===== config.mk =====
export PLATFORM = sky130hd
export DESIGN_NAME = laser_power_monitor
export DESIGN_NICKNAME = d
export VERILOG_FILES = /design/src/rtl/laser_safety_pkg.sv /design/src/rtl/power_window_avg.sv /design/src/rtl/laser_power_monitor.sv
export SDC_FILE = /design/constraint.sdc
export NUM_CORES = 1
export LEC_CHECK = 0
export CORE_ASPECT_RATIO = 1.4
export CORE_UTILIZATION = 45
export DETAILED_ROUTE_END_ITERATION = 7
export PLACE_DENSITY = 0.75
export REMOVE_ABC_BUFFERS = 1
export SLEW_MARGIN = 20
export SYNTH_ARGS = -nofsm -noshare
export SYNTH_HDL_FRONTEND = slang
export SYNTH_SLANG_ARGS = --single-unit
export TNS_END_PERCENT = 5

===== constraint.sdc =====
create_clock -name clk -period 4.1 [get_ports clk]
set_input_delay 0.41 -clock clk [delete_from_list [all_inputs] [get_ports clk]]
set_output_delay 0.41 -clock clk [all_outputs]
set_load 0.1 [all_outputs]

===== src/rtl/laser_safety_pkg.sv =====
// laser_safety_pkg
// Shared definitions for the laser power monitoring path: the FSM state
// encoding, the default sample width and averaging window, and the bit
// positions used inside the packed fault vector.
package laser_safety_pkg;

    localparam int DATA_W_DEFAULT   = 16;
    localparam int AVG_LOG2_DEFAULT = 3;

    // Monitor FSM states; the encoding is fixed so the state can be read
    // back by software debug tools.
    typedef enum logic [1:0] {
        IDLE  = 2'd0,
        FILL  = 2'd1,
        RUN   = 2'd2,
        FAULT = 2'd3
    } mon_state_t;

    // Bit positions inside the internal fault vector.
    localparam int FAULT_OVER_BIT  = 0;
    localparam int FAULT_UNDER_BIT = 1;
    localparam int FAULT_BITS      = 2;

endpackage


===== src/rtl/power_window_avg.sv =====
// power_window_avg
// Moving average over the last 2^AVG_LOG2 accepted samples. A circular
// buffer holds the window and a running sum is updated by adding the new
// sample and subtracting the one it overwrites.
// Ports:
//   clk, rst      system clock, synchronous active-high reset
//   clear         synchronous clear of window, pointer, sum and avg_valid
//   push          accept sample_value into the window this cycle
//   sample_value  sample to accept
//   last_slot     the next push fills the final slot of the window
//   avg_value     window sum >> AVG_LOG2 (truncating), registered
//   avg_valid     window has been completely filled since the last clear
module power_window_avg #(
    parameter int DATA_W   = 16,
    parameter int AVG_LOG2 = 3
) (
    input  logic              clk,
    input  logic              rst,
    input  logic              clear,
    input  logic              push,
    input  logic [DATA_W-1:0] sample_value,
    output logic              last_slot,
    output logic [DATA_W-1:0] avg_value,
    output logic              avg_valid
);

    localparam int DEPTH = 1 << AVG_LOG2;
    localparam int SUM_W = DATA_W + AVG_LOG2;

    logic [DATA_W-1:0]   window [DEPTH];
    logic [AVG_LOG2-1:0] wr_ptr;
    logic [SUM_W-1:0]    sum;

    // The buffer is zeroed on clear, so while the window fills the
    // subtracted "oldest" entry is zero and the sum simply accumulates.
    // The sum holds at most DEPTH full-scale samples, so SUM_W never overflows.
    always_ff @(posedge clk) begin
        if (rst || clear) begin
            for (int i = 0; i < DEPTH; i++) begin
                window[i] <= '0;
            end
            wr_ptr    <= '0;
            sum       <= '0;
            avg_valid <= 1'b0;
        end else if (push) begin
            window[wr_ptr] <= sample_value;
            wr_ptr         <= wr_ptr + 1'b1;
            sum            <= sum + SUM_W'(sample_value) - SUM_W'(window[wr_ptr]);
            if (last_slot) begin
                avg_valid <= 1'b1;
            end
        end
    end

    assign last_slot = (wr_ptr == {AVG_LOG2{1'b1}});
    assign avg_value = sum[SUM_W-1:AVG_LOG2];

endmodule


===== src/rtl/laser_power_monitor.sv =====
// laser_power_monitor
// Watches the ADC sample stream of a pulsed laser: tracks peak power and an
// 8-sample moving average, debounces over/under-power violations, latches
// faults and drops laser_enable, which gates the laser driver.
// Ports:
//   clk, rst                  system clock, synchronous active-high reset
//   sample_valid/sample_value one-cycle strobe with the ADC sample
//   monitor_en                level enable for the monitor FSM
//   thr_high/thr_low          over-/under-power limits (strict compares)
//   clear_peak, clear_fault   single-cycle software pulses
//   peak_value                maximum sample since the last clear_peak
//   avg_value, avg_valid      moving average and window-full indication
//   fault_over, fault_under   latched faults
//   laser_enable              high in FILL and RUN only
module laser_power_monitor
    import laser_safety_pkg::*;
#(
    parameter int DATA_W     = DATA_W_DEFAULT,
    parameter int AVG_LOG2   = AVG_LOG2_DEFAULT,
    parameter int TRIP_COUNT = 3
) (
    input  logic              clk,
    input  logic              rst,
    input  logic              sample_valid,
    input  logic [DATA_W-1:0] sample_value,
    input  logic              monitor_en,
    input  logic [DATA_W-1:0] thr_high,
    input  logic [DATA_W-1:0] thr_low,
    input  logic              clear_peak,
    input  logic              clear_fault,
    output logic [DATA_W-1:0] peak_value,
    output logic [DATA_W-1:0] avg_value,
    output logic              avg_valid,
    output logic              fault_over,
    output logic              fault_under,
    output logic              laser_enable
);

    // Debounce counters only need to reach TRIP_COUNT, which is at most 15.
    localparam int CNT_W = 4;

    mon_state_t            state, state_next;
    logic [CNT_W-1:0]      over_cnt, under_cnt, over_cnt_next, under_cnt_next;
    logic [FAULT_BITS-1:0] fault, fault_next;
    logic                  laser_enable_next;
    logic                  over_hit, under_hit, trip_over, trip_under;
    logic                  last_slot;

    assign over_hit   = sample_value > thr_high;
    assign under_hit  = sample_value < thr_low;
    assign trip_over  = over_hit  && (over_cnt  == CNT_W'(TRIP_COUNT - 1));
    assign trip_under = under_hit && (under_cnt == CNT_W'(TRIP_COUNT - 1));

    // The window is held cleared for as long as the FSM sits in IDLE, so
    // every FILL starts from an empty window; samples are accepted in every
    // other state, including FAULT.
    power_window_avg #(
        .DATA_W   (DATA_W),
        .AVG_LOG2 (AVG_LOG2)
    ) u_window (
        .clk          (clk),
        .rst          (rst),
        .clear        (state == IDLE),
        .push         (sample_valid && (state != IDLE)),
        .sample_value (sample_value),
        .last_slot    (last_slot),
        .avg_value    (avg_value),
        .avg_valid    (avg_valid)
    );

    // State, debounce counters, fault latches and laser_enable are all
    // registered from their next-cycle values so that a trip drops the
    // laser on the same edge that latches the fault.
    always_ff @(posedge clk) begin
        if (rst) begin
            state        <= IDLE;
            over_cnt     <= '0;
            under_cnt    <= '0;
            fault        <= '0;
            laser_enable <= 1'b0;
        end else begin
            state        <= state_next;
            over_cnt     <= over_cnt_next;
            under_cnt    <= under_cnt_next;
            fault        <= fault_next;
            laser_enable <= laser_enable_next;
        end
    end

    // Next-state logic. Dropping monitor_en aborts FILL/RUN but is ignored
    // in FAULT so a latched fault can only be released by clear_fault, and
    // only when the sample arriving in the same cycle is not itself bad.
    always_comb begin
        state_next = state;
        case (state)
            IDLE: begin
                if (monitor_en) state_next = FILL;
            end
            FILL: begin
                if (!monitor_en)                    state_next = IDLE;
                else if (sample_valid && last_slot) state_next = RUN;
            end
            RUN: begin
                if (!monitor_en)                                       state_next = IDLE;
                else if (sample_valid && (trip_over || trip_under))    state_next = FAULT;
            end
            FAULT: begin
                if (clear_fault && !(sample_valid && (over_hit || under_hit)))
                    state_next = IDLE;
            end
            default: state_next = IDLE;
        endcase
    end

    // Output / datapath decode: debounce counting happens only on samples
    // checked in RUN; leaving FAULT or sitting in IDLE wipes counters and
    // flags. Both flags can set on the same sample.
    always_comb begin
        over_cnt_next     = over_cnt;
        under_cnt_next    = under_cnt;
        fault_next        = fault;
        laser_enable_next = (state_next == FILL) || (state_next == RUN);
        case (state)
            IDLE: begin
                over_cnt_next  = '0;
                under_cnt_next = '0;
                fault_next     = '0;
            end
            RUN: begin
                if (monitor_en && sample_valid) begin
                    over_cnt_next  = over_hit  ? over_cnt  + 1'b1 : '0;
                    under_cnt_next = under_hit ? under_cnt + 1'b1 : '0;
                    if (trip_over)  fault_next[FAULT_OVER_BIT]  = 1'b1;
                    if (trip_under) fault_next[FAULT_UNDER_BIT] = 1'b1;
                end
            end
            FAULT: begin
                if (state_next == IDLE) begin
                    over_cnt_next  = '0;
                    under_cnt_next = '0;
                    fault_next     = '0;
                end
            end
            default: begin
            end
        endcase
    end

    // Peak tracker runs regardless of FSM state. A clear coincident with a
    // sample restarts tracking from that sample rather than from zero.
    always_ff @(posedge clk) begin
        if (rst) begin
            peak_value <= '0;
        end else if (clear_peak) begin
            peak_value <= sample_valid ? sample_value : '0;
        end else if (sample_valid && (sample_value > peak_value)) begin
            peak_value <= sample_value;
        end
    end

    assign fault_over  = fault[FAULT_OVER_BIT];
    assign fault_under = fault[FAULT_UNDER_BIT];

endmodule


Yosys cells after proc, flatten, opt, wreduce, memory -nomap -nowiden. Memories as Yosys holds them, arrays and structs flattened. A register that Yosys moved wholly into a read port is not among the register bits. Cells that the tools add are included. Widths: inputs -> output; s select.

Flip-flop bits (word level): 52. Memory bits (writable): 128. Bits of input ports: 54. Logic and storage cells: 87. Memories: 1.

Add/sub/neg operators: 5. Magnitude comparators: 3. Equal/unequal tests: 12. Mux-type cells: 32. Reduce and logical (&&, ||, !) cells: 24.

Memories: u_window.window (words 8, width 16, rd ports 1, clocked after memory_dff 1, write ports 8, line power_window_avg.sv:30) `logic [DATA_W-1:0] window [DEPTH];`.

Operators with widths (count): $mux 16 (4); $gt 16x16->1 (2); $pmux 4 s3 (2); $mux 4 (5); $add 19x16->19 (1); $sub 19x16->19 (1); $lt 16x16->1 (1); $mux 2 (8); $reduce_or 16->1 (1); $logic_and 1x1->1 (9); $mux 3 (3); $add 4x1->4 const B (2); $eq 4x2->1 const B (2); $mux 1 (8); $ne 2x2->1 const B (4); $pmux 2 s4 (1); $reduce_and 4->1 (2); $eq 2x2->1 const B (3); $pmux 2 s3 (1); $eq 2x1->1 const B (2); $logic_not 2->1 (2); $logic_or 1x1->1 (4); $reduce_bool 2->1 (2); $add 3x1->3 const B (1); 5 further kinds (5).

Logic depth before layout (Yosys ltp).
Word-level depth: 10. Gate-level depth with buffers: 18.

Modules after synthesis. A second synthesis with hierarchy kept.

Cell total of the unflattened synthesis: 986. Area total of the unflattened synthesis: 10755.3 um^2.

Modules (own cells, without submodules): power_window_avg (instances 1, cells an instance 672, area each 8272.9 um^2, sequential area each 4364.2 um^2); laser_power_monitor (instances 1, cells an instance 314, area each 2482.4 um^2, sequential area each 580.6 um^2).

Least setup slack after synthesis. OpenSTA, ideal clock, no wires.

Path type: register to register. Start: register (tool-made name). End: register u_window.sum[18]. Arrival: 4436 ps. Required time: 4028 ps. Slack: -407 ps. Stages on the path, launching flop included: 17. Period minus slack after synthesis: 4507 ps. Path through: dfxtp_1 > clkbuf_1 > buf_1 > mux4_2 > mux2_2 > fa_1 > inv_1 > ha_1 > nor2b_4 > o31a_1 > o41a_1 > o31ai_4 > o21ai_2 > a21oi_2 > o21ai_1 > mux2i_1 > mux2i_1.

RTL lines: to (signal assigned) (line power_window_avg.sv:48) `sum <= sum + SUM_W'(sample_value) - SUM_W'(window[wr_ptr]);`; to (decl) (line power_window_avg.sv:32) `logic [SUM_W-1:0] sum;`.

==> qor.txt <==
status -> complete, no violations
number of remaining DRC errors -> 0
Net Switching -> 1350 uW
fill count -> 1,917
vias in the first global route -> 8,214
WL/cell -> 17.8 um
Worst path slowest cell -> mux4_2
# rows -> 66
DPL Wire Length -> 18,500 um
fin crit period -> 4.05 ns
cell area after layout -> 12,800 um2
first-pass GRT wire length -> 41,400 um
most frequent CP cell -> mux2i_1
clk_lat worst skew -> 0.43 ns
Worst Path Buf+Inv -> 2
clock tree buffer depth -> 2
crit-path cells -> buf_12 > mux4_2 > mux2_4 > fa_1 > buf_4 > fa_2 > nor2b_4 > o31a_1 > o41a_1 > o31ai_4 > o21ai_2 > a21oi_2 > o21ai_1 > mux2i_1 > mux2i_1
Die H -> 184 um
CP startpoint kind -> register
TritonCTS clock tree -> done
clock buffer count from CTS -> 17
Leakage -> 0.00510 uW
crit-path max cell delay -> 0.52 ns
Layout Cells excl Fill -> 1,418
fraction of registers with async set or reset after synthesis -> 0
Post-synth EDFFs -> 128
area post-placement -> 12,200 um2
kind of cell adding the most delay to the critical path -> compound AO/OA/AOI/OAI gates
Die ar. -> 24,300 um2
fraction of layout cells with a size suffix above 1 -> 0.152
I/O pin cnt -> 90
mapped cell area -> 10,600 um2
crit path max fanout -> 9
post-synthesis register bit count -> 183
Int Pwr -> 3380 uW
Synth area leader -> edfxtp_1
Initial Util -> 0.458
RSZ-0062 raised after global routing -> true
Clock Power Share -> 0.320
max-slew violation count -> 0
Register Area -> 4950 um2
GP Congestion -> 0.820
DP Cell Count -> 1,387
DRT iter0 DRCs -> 506
Worst Path Required -> 4.46 ns
cell count after synthesis -> 986
maximum VDD drop -> 308 uV
CTS H-Tree Depth -> 4
setup violators final -> 0
CTS Sinks -> 183
PortBufs -> 89
routed vias/inst -> 5.65
die width -> 132 um
dominant cells by area after synthesis -> edfxtp_1, dfxtp_1, ha_1
critical path type -> reg2reg
Vias -> 8,007
worst slew pin tran -> 1.05 ns
Slew HR -> 0.298
initial antenna violation count -> 0
Worst Skew -> 0.00897 ns
Crit. End Element -> register
combinational power share -> 0.236
grt total ovfl -> 0
GRT Total Usage -> 0.217
root buf cell -> clkbuf_16
post-synthesis sequential area ratio -> 0.465
period utilisation layout -> 0.989
PD cells -> 370 nW/um2
Multi-input gate area -> 4940 um2
sw frac -> 0.285
fin nets -> 1,243
worst hold slack -> 0.480 ns
P&R area growth vs syn -> 20.3%
crit path DAT -> 4.41 ns
Avg Cell Area, Syn -> 10.8 um2
Synth cell types -> 57
drt first pass iters -> 5
Hold Crit Class -> in2reg
TNS Setup -> 0 ns
share of the synthesized area in the top cell type -> 0.361
fmax -> 247 MHz
Seq pwr share -> 0.443
DRT antenna net count -> 0
core footprint -> 23,200 um2
Ys Warns -> 0
Final Hold Vio Count -> 0
clock slew at the register clock pins of the worst setup and hold paths -> 0.07 ns
ys flop type -> edfxtp_1
DRT Wirelength -> 25,200 um
pin count of the biggest net entering global routing -> 78
max_cap viols -> 0
ANT cells -> 0
[cells in the mapped netlist (all sizes together) (3+ instances only)]
| library cell | n |
|---|---|
| a211o | 3 |
| a211oi | 6 |
| a21boi | 18 |
| a21o | 14 |
| a21oi | 44 |
| a31oi | 5 |
| and2 | 17 |
| buf | 23 |
| clkbuf | 50 |
| clkinv | 17 |
| dfxtp | 55 |
| edfxtp | 128 |
| fa | 16 |
| ha | 73 |
| inv | 108 |
| mux2 | 16 |
| mux2i | 13 |
| mux4 | 32 |
| nand2 | 23 |
| nand2b | 7 |
| nand3 | 24 |
| nand4 | 10 |
| nor2 | 59 |
| nor2b | 9 |
| nor3 | 59 |
| nor4 | 65 |
| o21a | 9 |
| o21ai | 36 |
| o31ai | 7 |
| or2 | 3 |
| or3 | 5 |
| xnor2 | 7 |
| xor2 | 6 |
[cell type report]
class,count,share of cell area
inverters,125,0.0367
multi-input cells,605,0.386
well taps,306,0.0299
clock buffers,24,0.0361
flip-flops and latches,183,0.387
repair buffers,168,0.119
clock inverters,7,0.00587
[cells by family (layout without fill, tap and decap cells)]
| kind of cell | count (synthesis) | in the layout | synth area share |
|---|---|---|---|
| AND/OR/NAND/NOR | 287 | 287 | 0.141 |
| buffers and inverters | 198 | 324 | 0.0757 |
| flip-flops | 183 | 183 | 0.465 |
| AO/OA/AOI/OAI | 155 | 155 | 0.0944 |
| adder cells (fa/ha/maj) | 89 | 89 | 0.116 |
| multiplexers | 61 | 61 | 0.0970 |
| XOR/XNOR | 13 | 13 | 0.0107 |
[layer usage]
metal	routed length [um]	part of all wire	global-route usage	up-vias
met5	0	0	0	-
met4	687	0.027	0.0944	0
met3	1400	0.056	0.0339	43
met2	13300	0.53	0.400	295
met1	9840	0.39	0.249	3865
li1	-	-	-	3804
[tightest hold or removal path, delay by kind of cell]
| family | cells | cell delay [ns] |
|---|---|---|
| and+or+nand+nor | 3 | 0.18 |
| buffers and inverters | 2 | 0.28 |
[power by group through the flow]
stage,clock network (uW),registers (uW),logic [uW]
2_1_floorplan,0,2270,588
3_3_place_gp,0,2130,1070
3_5_place_dp,0,2130,1100
4_1_cts,1530,2100,1100
5_1_grt,1600,2100,1230
6_report,1520,2100,1120
[placed cells by master, fill, tap and decap left out, drive strengths merged, types with 10 or more instances in the layout]
cell type        n
inv            108
mux4            32
buf             80
and2            17
nand3           24
nand4           10
a21o            14
clkdlybuf4s50   88
a21oi           44
nor3            59
nor2            59
fa              16
clkbuf          24
nand2           23
o21ai           36
nor4            65
clkinv          20
mux2i           13
mux2            16
ha              73
edfxtp         128
dfxtp           55
a21boi          18
[timing repair]
item / CTS / global route
hold buffers: 0 / 0
gates resized for setup: 2 / 8
setup buffers: 0 / 0
setup endpoints to repair: 2 / 6
gates cloned: 0 / 0
[per-stage QoR]
stage | worst slack (ns) | total power [uW] | utilization
after detailed placement | -0.0339 | 3230 | 0.526
after global routing | -0.0825 | 4930 | 0.551
after CTS | -0.0277 | 4730 | 0.549
final | 0.0458 | 4730 | 0.551
after global placement | 0.0523 | 3200 | 0.526
after floorplan | -0.890 | 2860 | -
[worst paths after layout]
path	from	endpoint	slack [ns]	cells past startpoint
hold / removal	rst	fault[0]	0.48	5
hold reg to reg	u_window.avg_valid	u_window.avg_valid	0.48	2
setup reg to reg	register	u_window.sum[18]	0.05	15
setup / recovery	register	u_window.sum[18]	0.05	15
[flip-flops by register name, summed over array words and instances, names as in the netlist, named ones only]
| register | count |
|---|---|
| fault | 2 |
| under_cnt | 4 |
| u_window.window | 128 |
| state | 2 |
| laser_enable | 1 |
| peak_value | 16 |
| u_window.wr_ptr | 3 |
| u_window.sum | 19 |
| u_window.avg_valid | 1 |
| over_cnt | 4 |
No activity file was read; power rests on OpenSTA's default activity.
